==> config.mk <==
export PLATFORM = sky130hd
export DESIGN_NAME = hilo_muldiv_flat
export DESIGN_NICKNAME = d
export VERILOG_FILES = /design/src/rtl/hilo_muldiv_pkg.sv /design/src/rtl/hilo_muldiv_if.sv /design/src/rtl/hilo_muldiv_div_core.sv /design/src/rtl/hilo_muldiv.sv /design/src/flat_wrapper.sv
export SDC_FILE = /design/constraint.sdc
export NUM_CORES = 2
export LEC_CHECK = 0
export ABC_CLOCK_PERIOD_IN_PS = 19900
export CAP_MARGIN = 20
export CORE_MARGIN = 4
export CORE_UTILIZATION = 45
export DETAILED_ROUTE_END_ITERATION = 7
export HOLD_SLACK_MARGIN = 0.05
export SYNTH_ARGS = -nofsm -noshare
export SYNTH_HDL_FRONTEND = slang
export SYNTH_SLANG_ARGS = --single-unit
==> constraint.sdc <==
create_clock -name clk -period 19.9 [get_ports clk]
set_clock_uncertainty 0.1 [all_clocks]
set_input_delay 3.98 -clock clk [delete_from_list [all_inputs] [get_ports clk]]
set_output_delay 3.98 -clock clk [all_outputs]
set_load 0.05 [all_outputs]
==> src/rtl/hilo_muldiv_pkg.sv <==
// hilo_muldiv_pkg: shared width, op encodings, FSM states and a conditional-negate helper
package hilo_muldiv_pkg;
  localparam int DATA_BUS = 32;
  typedef enum logic [2:0] {
    OP_NOP, OP_MULT, OP_MULTU, OP_DIV, OP_DIVU, OP_MTHI, OP_MTLO, OP_RSVD
  } hilo_op_e;
  typedef enum logic [1:0] {IDLE, DIV_RUN, DONE} state_e;
  function automatic logic [DATA_BUS-1:0] cond_neg(input logic [DATA_BUS-1:0] x, input logic neg);
    return neg ? -x : x;
  endfunction
endpackage

==> src/rtl/hilo_muldiv_if.sv <==
// hilo_muldiv_if: EX-side request and HI/LO write-back bundle for hilo_muldiv
interface hilo_muldiv_if
  import hilo_muldiv_pkg::*;
();
  logic                start;
  logic [2:0]          op;
  logic [DATA_BUS-1:0] operand_a;
  logic [DATA_BUS-1:0] operand_b;
  logic [DATA_BUS-1:0] hi_input_data;
  logic [DATA_BUS-1:0] lo_input_data;
  logic                flush;
  logic                busy;
  logic                hilo_write_en;
  logic [DATA_BUS-1:0] hi_write_data;
  logic [DATA_BUS-1:0] lo_write_data;
  modport master (
    output start, op, operand_a, operand_b, hi_input_data, lo_input_data, flush,
    input  busy, hilo_write_en, hi_write_data, lo_write_data
  );
  modport slave (
    input  start, op, operand_a, operand_b, hi_input_data, lo_input_data, flush,
    output busy, hilo_write_en, hi_write_data, lo_write_data
  );
endinterface

==> src/rtl/hilo_muldiv_div_core.sv <==
// div_core: 32-iteration restoring divider on magnitudes; outputs are the post-iteration values
module div_core
  import hilo_muldiv_pkg::*;
(
  input  logic                clk,
  input  logic                rst,
  input  logic                load,
  input  logic                run,
  input  logic [DATA_BUS-1:0] dividend,
  input  logic [DATA_BUS-1:0] divisor,
  output logic [DATA_BUS-1:0] quot_nxt,
  output logic [DATA_BUS-1:0] rem_nxt,
  output logic                last
);
  logic [DATA_BUS-1:0] rem_q, quot_q, dvs_q;
  logic [5:0]          cnt;
  logic [DATA_BUS:0]   shifted, diff;
  assign shifted  = {rem_q, quot_q[DATA_BUS-1]};
  // partial remainder stays below the divisor, so bit DATA_BUS of diff is the borrow
  assign diff     = shifted - {1'b0, dvs_q};
  assign quot_nxt = {quot_q[DATA_BUS-2:0], ~diff[DATA_BUS]};
  assign rem_nxt  = diff[DATA_BUS] ? shifted[DATA_BUS-1:0] : diff[DATA_BUS-1:0];
  assign last     = cnt == 6'd31;
  always_ff @(posedge clk) begin
    if (rst) begin
      rem_q  <= '0;
      quot_q <= '0;
      dvs_q  <= '0;
      cnt    <= '0;
    end else if (load) begin
      rem_q  <= '0;
      quot_q <= dividend;
      dvs_q  <= divisor;
      cnt    <= '0;
    end else if (run) begin
      rem_q  <= rem_nxt;
      quot_q <= quot_nxt;
      cnt    <= cnt + 6'd1;
    end
  end
endmodule

==> src/rtl/hilo_muldiv.sv <==
// hilo_muldiv: HI/LO writer for MULT/MULTU/MTHI/MTLO, plus multi-cycle DIV/DIVU when
// HILO_DIV_EN is defined (otherwise divides are accepted as NOPs).
module hilo_muldiv
  import hilo_muldiv_pkg::*;
(
  input logic         clk,
  input logic         rst,
  hilo_muldiv_if.slave io
);
  state_e      state;
  logic        accept, is_mul, is_div, sgn;
  logic [63:0] prod;
  assign accept = io.start && state == IDLE && !io.flush;
  assign is_mul = io.op == OP_MULT || io.op == OP_MULTU;
  assign is_div = io.op == OP_DIV || io.op == OP_DIVU;
  assign sgn    = io.op == OP_MULT || io.op == OP_DIV;
  assign prod   = {{32{sgn & io.operand_a[31]}}, io.operand_a} *
                  {{32{sgn & io.operand_b[31]}}, io.operand_b};
`ifdef HILO_DIV_EN
  logic                a_neg, b_neg, q_neg, r_neg, div0, last;
  logic [DATA_BUS-1:0] a_hold, quot, rem;
  assign a_neg   = sgn & io.operand_a[31];
  assign b_neg   = sgn & io.operand_b[31];
  assign io.busy = state == DIV_RUN || (accept && is_div);
  div_core u_div (
    .clk      (clk),
    .rst      (rst),
    .load     (accept && is_div),
    .run      (state == DIV_RUN),
    .dividend (cond_neg(io.operand_a, a_neg)),
    .divisor  (cond_neg(io.operand_b, b_neg)),
    .quot_nxt (quot),
    .rem_nxt  (rem),
    .last     (last)
  );
  // sign and divide-by-zero fix-up info captured at accept
  always_ff @(posedge clk) begin
    if (accept && is_div) begin
      q_neg  <= a_neg ^ b_neg;
      r_neg  <= a_neg;
      div0   <= io.operand_b == '0;
      a_hold <= io.operand_a;
    end
  end
`else
  assign io.busy = 1'b0;
`endif
  always_ff @(posedge clk) begin
    if (rst) begin
      state            <= IDLE;
      io.hilo_write_en <= 1'b0;
      io.hi_write_data <= '0;
      io.lo_write_data <= '0;
    end else begin
      io.hilo_write_en <= 1'b0;
      case (state)
        IDLE: if (accept) begin
          if (is_mul) {io.hilo_write_en, io.hi_write_data, io.lo_write_data} <= {1'b1, prod};
          else if (io.op == OP_MTHI)
            {io.hilo_write_en, io.hi_write_data, io.lo_write_data} <= {1'b1, io.operand_a, io.lo_input_data};
          else if (io.op == OP_MTLO)
            {io.hilo_write_en, io.hi_write_data, io.lo_write_data} <= {1'b1, io.hi_input_data, io.operand_a};
`ifdef HILO_DIV_EN
          else if (is_div) state <= DIV_RUN;
`endif
        end
`ifdef HILO_DIV_EN
        DIV_RUN: if (io.flush) state <= IDLE;
        else if (last) begin
          state            <= DONE;
          io.hilo_write_en <= 1'b1;
          io.hi_write_data <= div0 ? a_hold : cond_neg(rem, r_neg);
          io.lo_write_data <= div0 ? {DATA_BUS{1'b1}} : cond_neg(quot, q_neg);
        end
`endif
        default: state <= IDLE;
      endcase
    end
  end
endmodule

==> src/flat_wrapper.sv <==
// flat-port wrapper written by rule: the top's interface ports become plain ports
module hilo_muldiv_flat import hilo_muldiv_pkg::*;
  (clk, rst, io_start, io_op, io_operand_a, io_operand_b, io_hi_input_data, io_lo_input_data, io_flush, io_busy, io_hilo_write_en, io_hi_write_data, io_lo_write_data);
  hilo_muldiv_if io_i ();
  input logic clk;
  input logic rst;
  input wire logic [$bits(io_i.start)-1:0] io_start;
  input wire logic [$bits(io_i.op)-1:0] io_op;
  input wire logic [$bits(io_i.operand_a)-1:0] io_operand_a;
  input wire logic [$bits(io_i.operand_b)-1:0] io_operand_b;
  input wire logic [$bits(io_i.hi_input_data)-1:0] io_hi_input_data;
  input wire logic [$bits(io_i.lo_input_data)-1:0] io_lo_input_data;
  input wire logic [$bits(io_i.flush)-1:0] io_flush;
  output wire logic [$bits(io_i.busy)-1:0] io_busy;
  output wire logic [$bits(io_i.hilo_write_en)-1:0] io_hilo_write_en;
  output wire logic [$bits(io_i.hi_write_data)-1:0] io_hi_write_data;
  output wire logic [$bits(io_i.lo_write_data)-1:0] io_lo_write_data;
  assign io_i.start = io_start;
  assign io_i.op = io_op;
  assign io_i.operand_a = io_operand_a;
  assign io_i.operand_b = io_operand_b;
  assign io_i.hi_input_data = io_hi_input_data;
  assign io_i.lo_input_data = io_lo_input_data;
  assign io_i.flush = io_flush;
  assign io_busy = io_i.busy;
  assign io_hilo_write_en = io_i.hilo_write_en;
  assign io_hi_write_data = io_i.hi_write_data;
  assign io_lo_write_data = io_i.lo_write_data;
  hilo_muldiv u_core (.clk(clk), .rst(rst), .io(io_i));
endmodule
==> results_dict.tcl <==
set metrics [dict create \
    n_fill_cell 8901 \
    worst_pin_slew_ps 1021 \
    outcome "complete, no violations" \
    drv_cap 0 \
    globalplace.congestion 0.8940 \
    synth_xor_area_frac 0.01581 \
    crit_path_max_fanout 21 \
    synthTopCellsByCount "inv_1, fa_1, nand2_1" \
    fin_crit_ps 13780 \
    firstDrtPassIters 5 \
    synth_top_family_by_area "adder cells" \
    dieWidth_um 311.9 \
    seq_area_sq_um 1301 \
    synthArstFlopShare 0 \
    grt_usage 0.2578 \
    rsz0062_at_grt "no" \
    drc 0 \
    antenna_left 0 \
    finalCritPeriodShare 0.6923 \
    htree_levels 3 \
    cts_hold_buf 0 \
    end_kind "register" \
    die_h_um 311.9 \
    max_freq_ghz 0.07258 \
    synth_mux_area_frac 0.004938 \
    cp.required_ps 20040 \
    ys_warn_count 0 \
    slew_headroom 0.3195 \
    coreArea_sq_um 91660 \
    cts_made_buffers 9 \
    cp.arrival_ps 13920 \
    crit_top_cell "fa_1" \
    setup_viol 0 \
    slowest_delay_ps 930 \
    synth.cell_area_sq_um 41560 \
    yosysTopAreaCellShare 0.5419 \
    met2_length_um 62360 \
    hold_viol_final 0 \
    die_area_sq_um 97280 \
    ys_types 77 \
    root_buffer "clkbuf_16" \
    clock-sinks 65 \
    synth-compound-area-share 0.05751 \
    syn_nets 6208 \
    drt-initial-drc-count 2131 \
    ioPinCount 201 \
    met1_length_um 48210 \
    finalSetupTns_ps 0 \
    nets 6189 \
    synth_largest_area_cell "fa_1" \
    grt_overflow 0 \
    synthAdderAreaFrac 0.6058 \
    grt_max_degree 75 \
    place.port_buffers 199 \
    antenna_found_initial 4 \
    route.met3.wl_um 5886 \
    hpwl_um 95380 \
    yosysMostFrequentCell "inv_1" \
    drt-total-wl_um 121500 \
    clockBufferDepth 2 \
    synthSimpleGateAreaFrac 0.1528 \
    slew_viol_final 0 \
    initial_core_util 0.4534 \
    post-cts-setup-buffers 0 \
    top_layer "met4" \
    syn_inst 4736 \
    startpoint_type "primary input" \
    synth_edf_count 0 \
    viasPerCell 5.305 \
    num_rows 111 \
    worstSetupPathType "primary input to register" \
    areaGrowthSynthToFinish_pct 7.485 \
    min_path_type "register to register" \
    wire_per_inst_um 20.55 \
    vias 31360 \
    grt_pass1_vias 34690 \
    cts_resized 0 \
    grt_pass1_wl_um 196200 \
    syn_area_per_cell_sq_um 8.775 \
    ys_top_cells_by_area "fa_1, inv_1, nand2_1" \
    clkSlewWorstSetupHoldPaths_ps 60 \
    slowest_stage "clkdlybuf4s50_1" \
    clk_latency_ps 350 \
    yosysSeqAreaShare 0.03131 \
    ys_ff_latch 65 \
    synthFlopType "dfxtp_1" \
    drive_gt1_frac 0.02986 \
    tritoncts "built" \
    multiInputGateArea_sq_um 34810 \
]
==> layout by cell type (no fill, tap or decap), types with 12 or more instances in the layout <==
cell,n
dfxtp_1,65
buf_2,19
ha_1,212
clkdlybuf4s50_1,180
nand2_1,845
fa_1,1125
and2_1,307
a21oi_1,164
inv_1,1143
mux2i_1,16
xnor2_1,50
buf_4,72
xor2_1,25
and3_1,26
a21o_1,17
nand4_1,12
o21ai_0,62
a211oi_1,27
nor3_1,27
o211ai_1,19
nor2_1,115
nand3_1,35
==> area by class of cell <==
cell class / count / area share
timing repair buffer: 272 / 0.05518
clock buffer: 9 / 0.005042
clock inverter: 7 / 0.001709
multi-input combinational: 3225 / 0.7794
inverter: 1144 / 0.09613
antenna: 3 / 0.0001681
sequential: 65 / 0.02913
tap: 1186 / 0.03322
==> kinds of logic after synthesis <==
| logic type | Yosys count |
|---|---|
| fa+ha+maj | 1337 |
| simple gates | 1406 |
| xor+xnor | 75 |
| compound gates | 386 |
| other cells | 1 |
| buf+inv | 1446 |
| mux | 20 |
| flops | 65 |
==> flip-flops by register name (all words and copies together) (netlist names) <==
register,cells
u_core.io.lo_write_data,32
u_core.io.hilo_write_en,1
u_core.io.hi_write_data,32
==> per-layer routing <==
metal  vias up  global-route usage
met2       950              0.4588
met4         0             0.09296
met1     16510              0.3292
met5         -                   0
met3       221             0.02308
li1      13670                   -
==> worst paths after layout <==
path,startpoint,to,slack (ps),cells past startpoint
worst min register to register,u_core.io.lo_write_data[10]$_SDFFE_PP0P_,u_core.io.lo_write_data[10]$_SDFFE_PP0P_,360,2
worst min-delay path,u_core.io.lo_write_data[10]$_SDFFE_PP0P_,u_core.io.lo_write_data[10]$_SDFFE_PP0P_,360,2
worst max-delay path,io_op[0],u_core.io.hi_write_data[24]$_SDFFE_PP0P_,6120,30
worst max register to register,u_core.io.hi_write_data[24]$_SDFFE_PP0P_,u_core.io.hi_write_data[24]$_SDFFE_PP0P_,18710,3
==> critical path: cells and delay by family <==
kind | cells | cell delay [ps]
compound gates | 8 | 1840
buf+inv | 9 | 2300
fa+ha+maj | 9 | 4670
simple gates | 4 | 1090
==> through the flow <==
step | std cells | util | hold slack, ps | worst slack, ps | cell area [sq um]
global route | 5908 | 0.4872 | 373.7 | 5540 | 44660
global placement | 5891 | 0.4836 | 341.8 | 6062 | 44330
CTS | 5907 | 0.4869 | 353.6 | 6186 | 44630
finish | 5911 | 0.4873 | 355.5 | 6122 | 44670
detailed placement | 5891 | 0.4836 | 345.3 | 5834 | 44330
floorplan | 4736 | - | 571.0 | 7706 | 41560
Power is not shown: default switching activity piles up to over one toggle a cycle in this logic, so the estimate is an artifact.
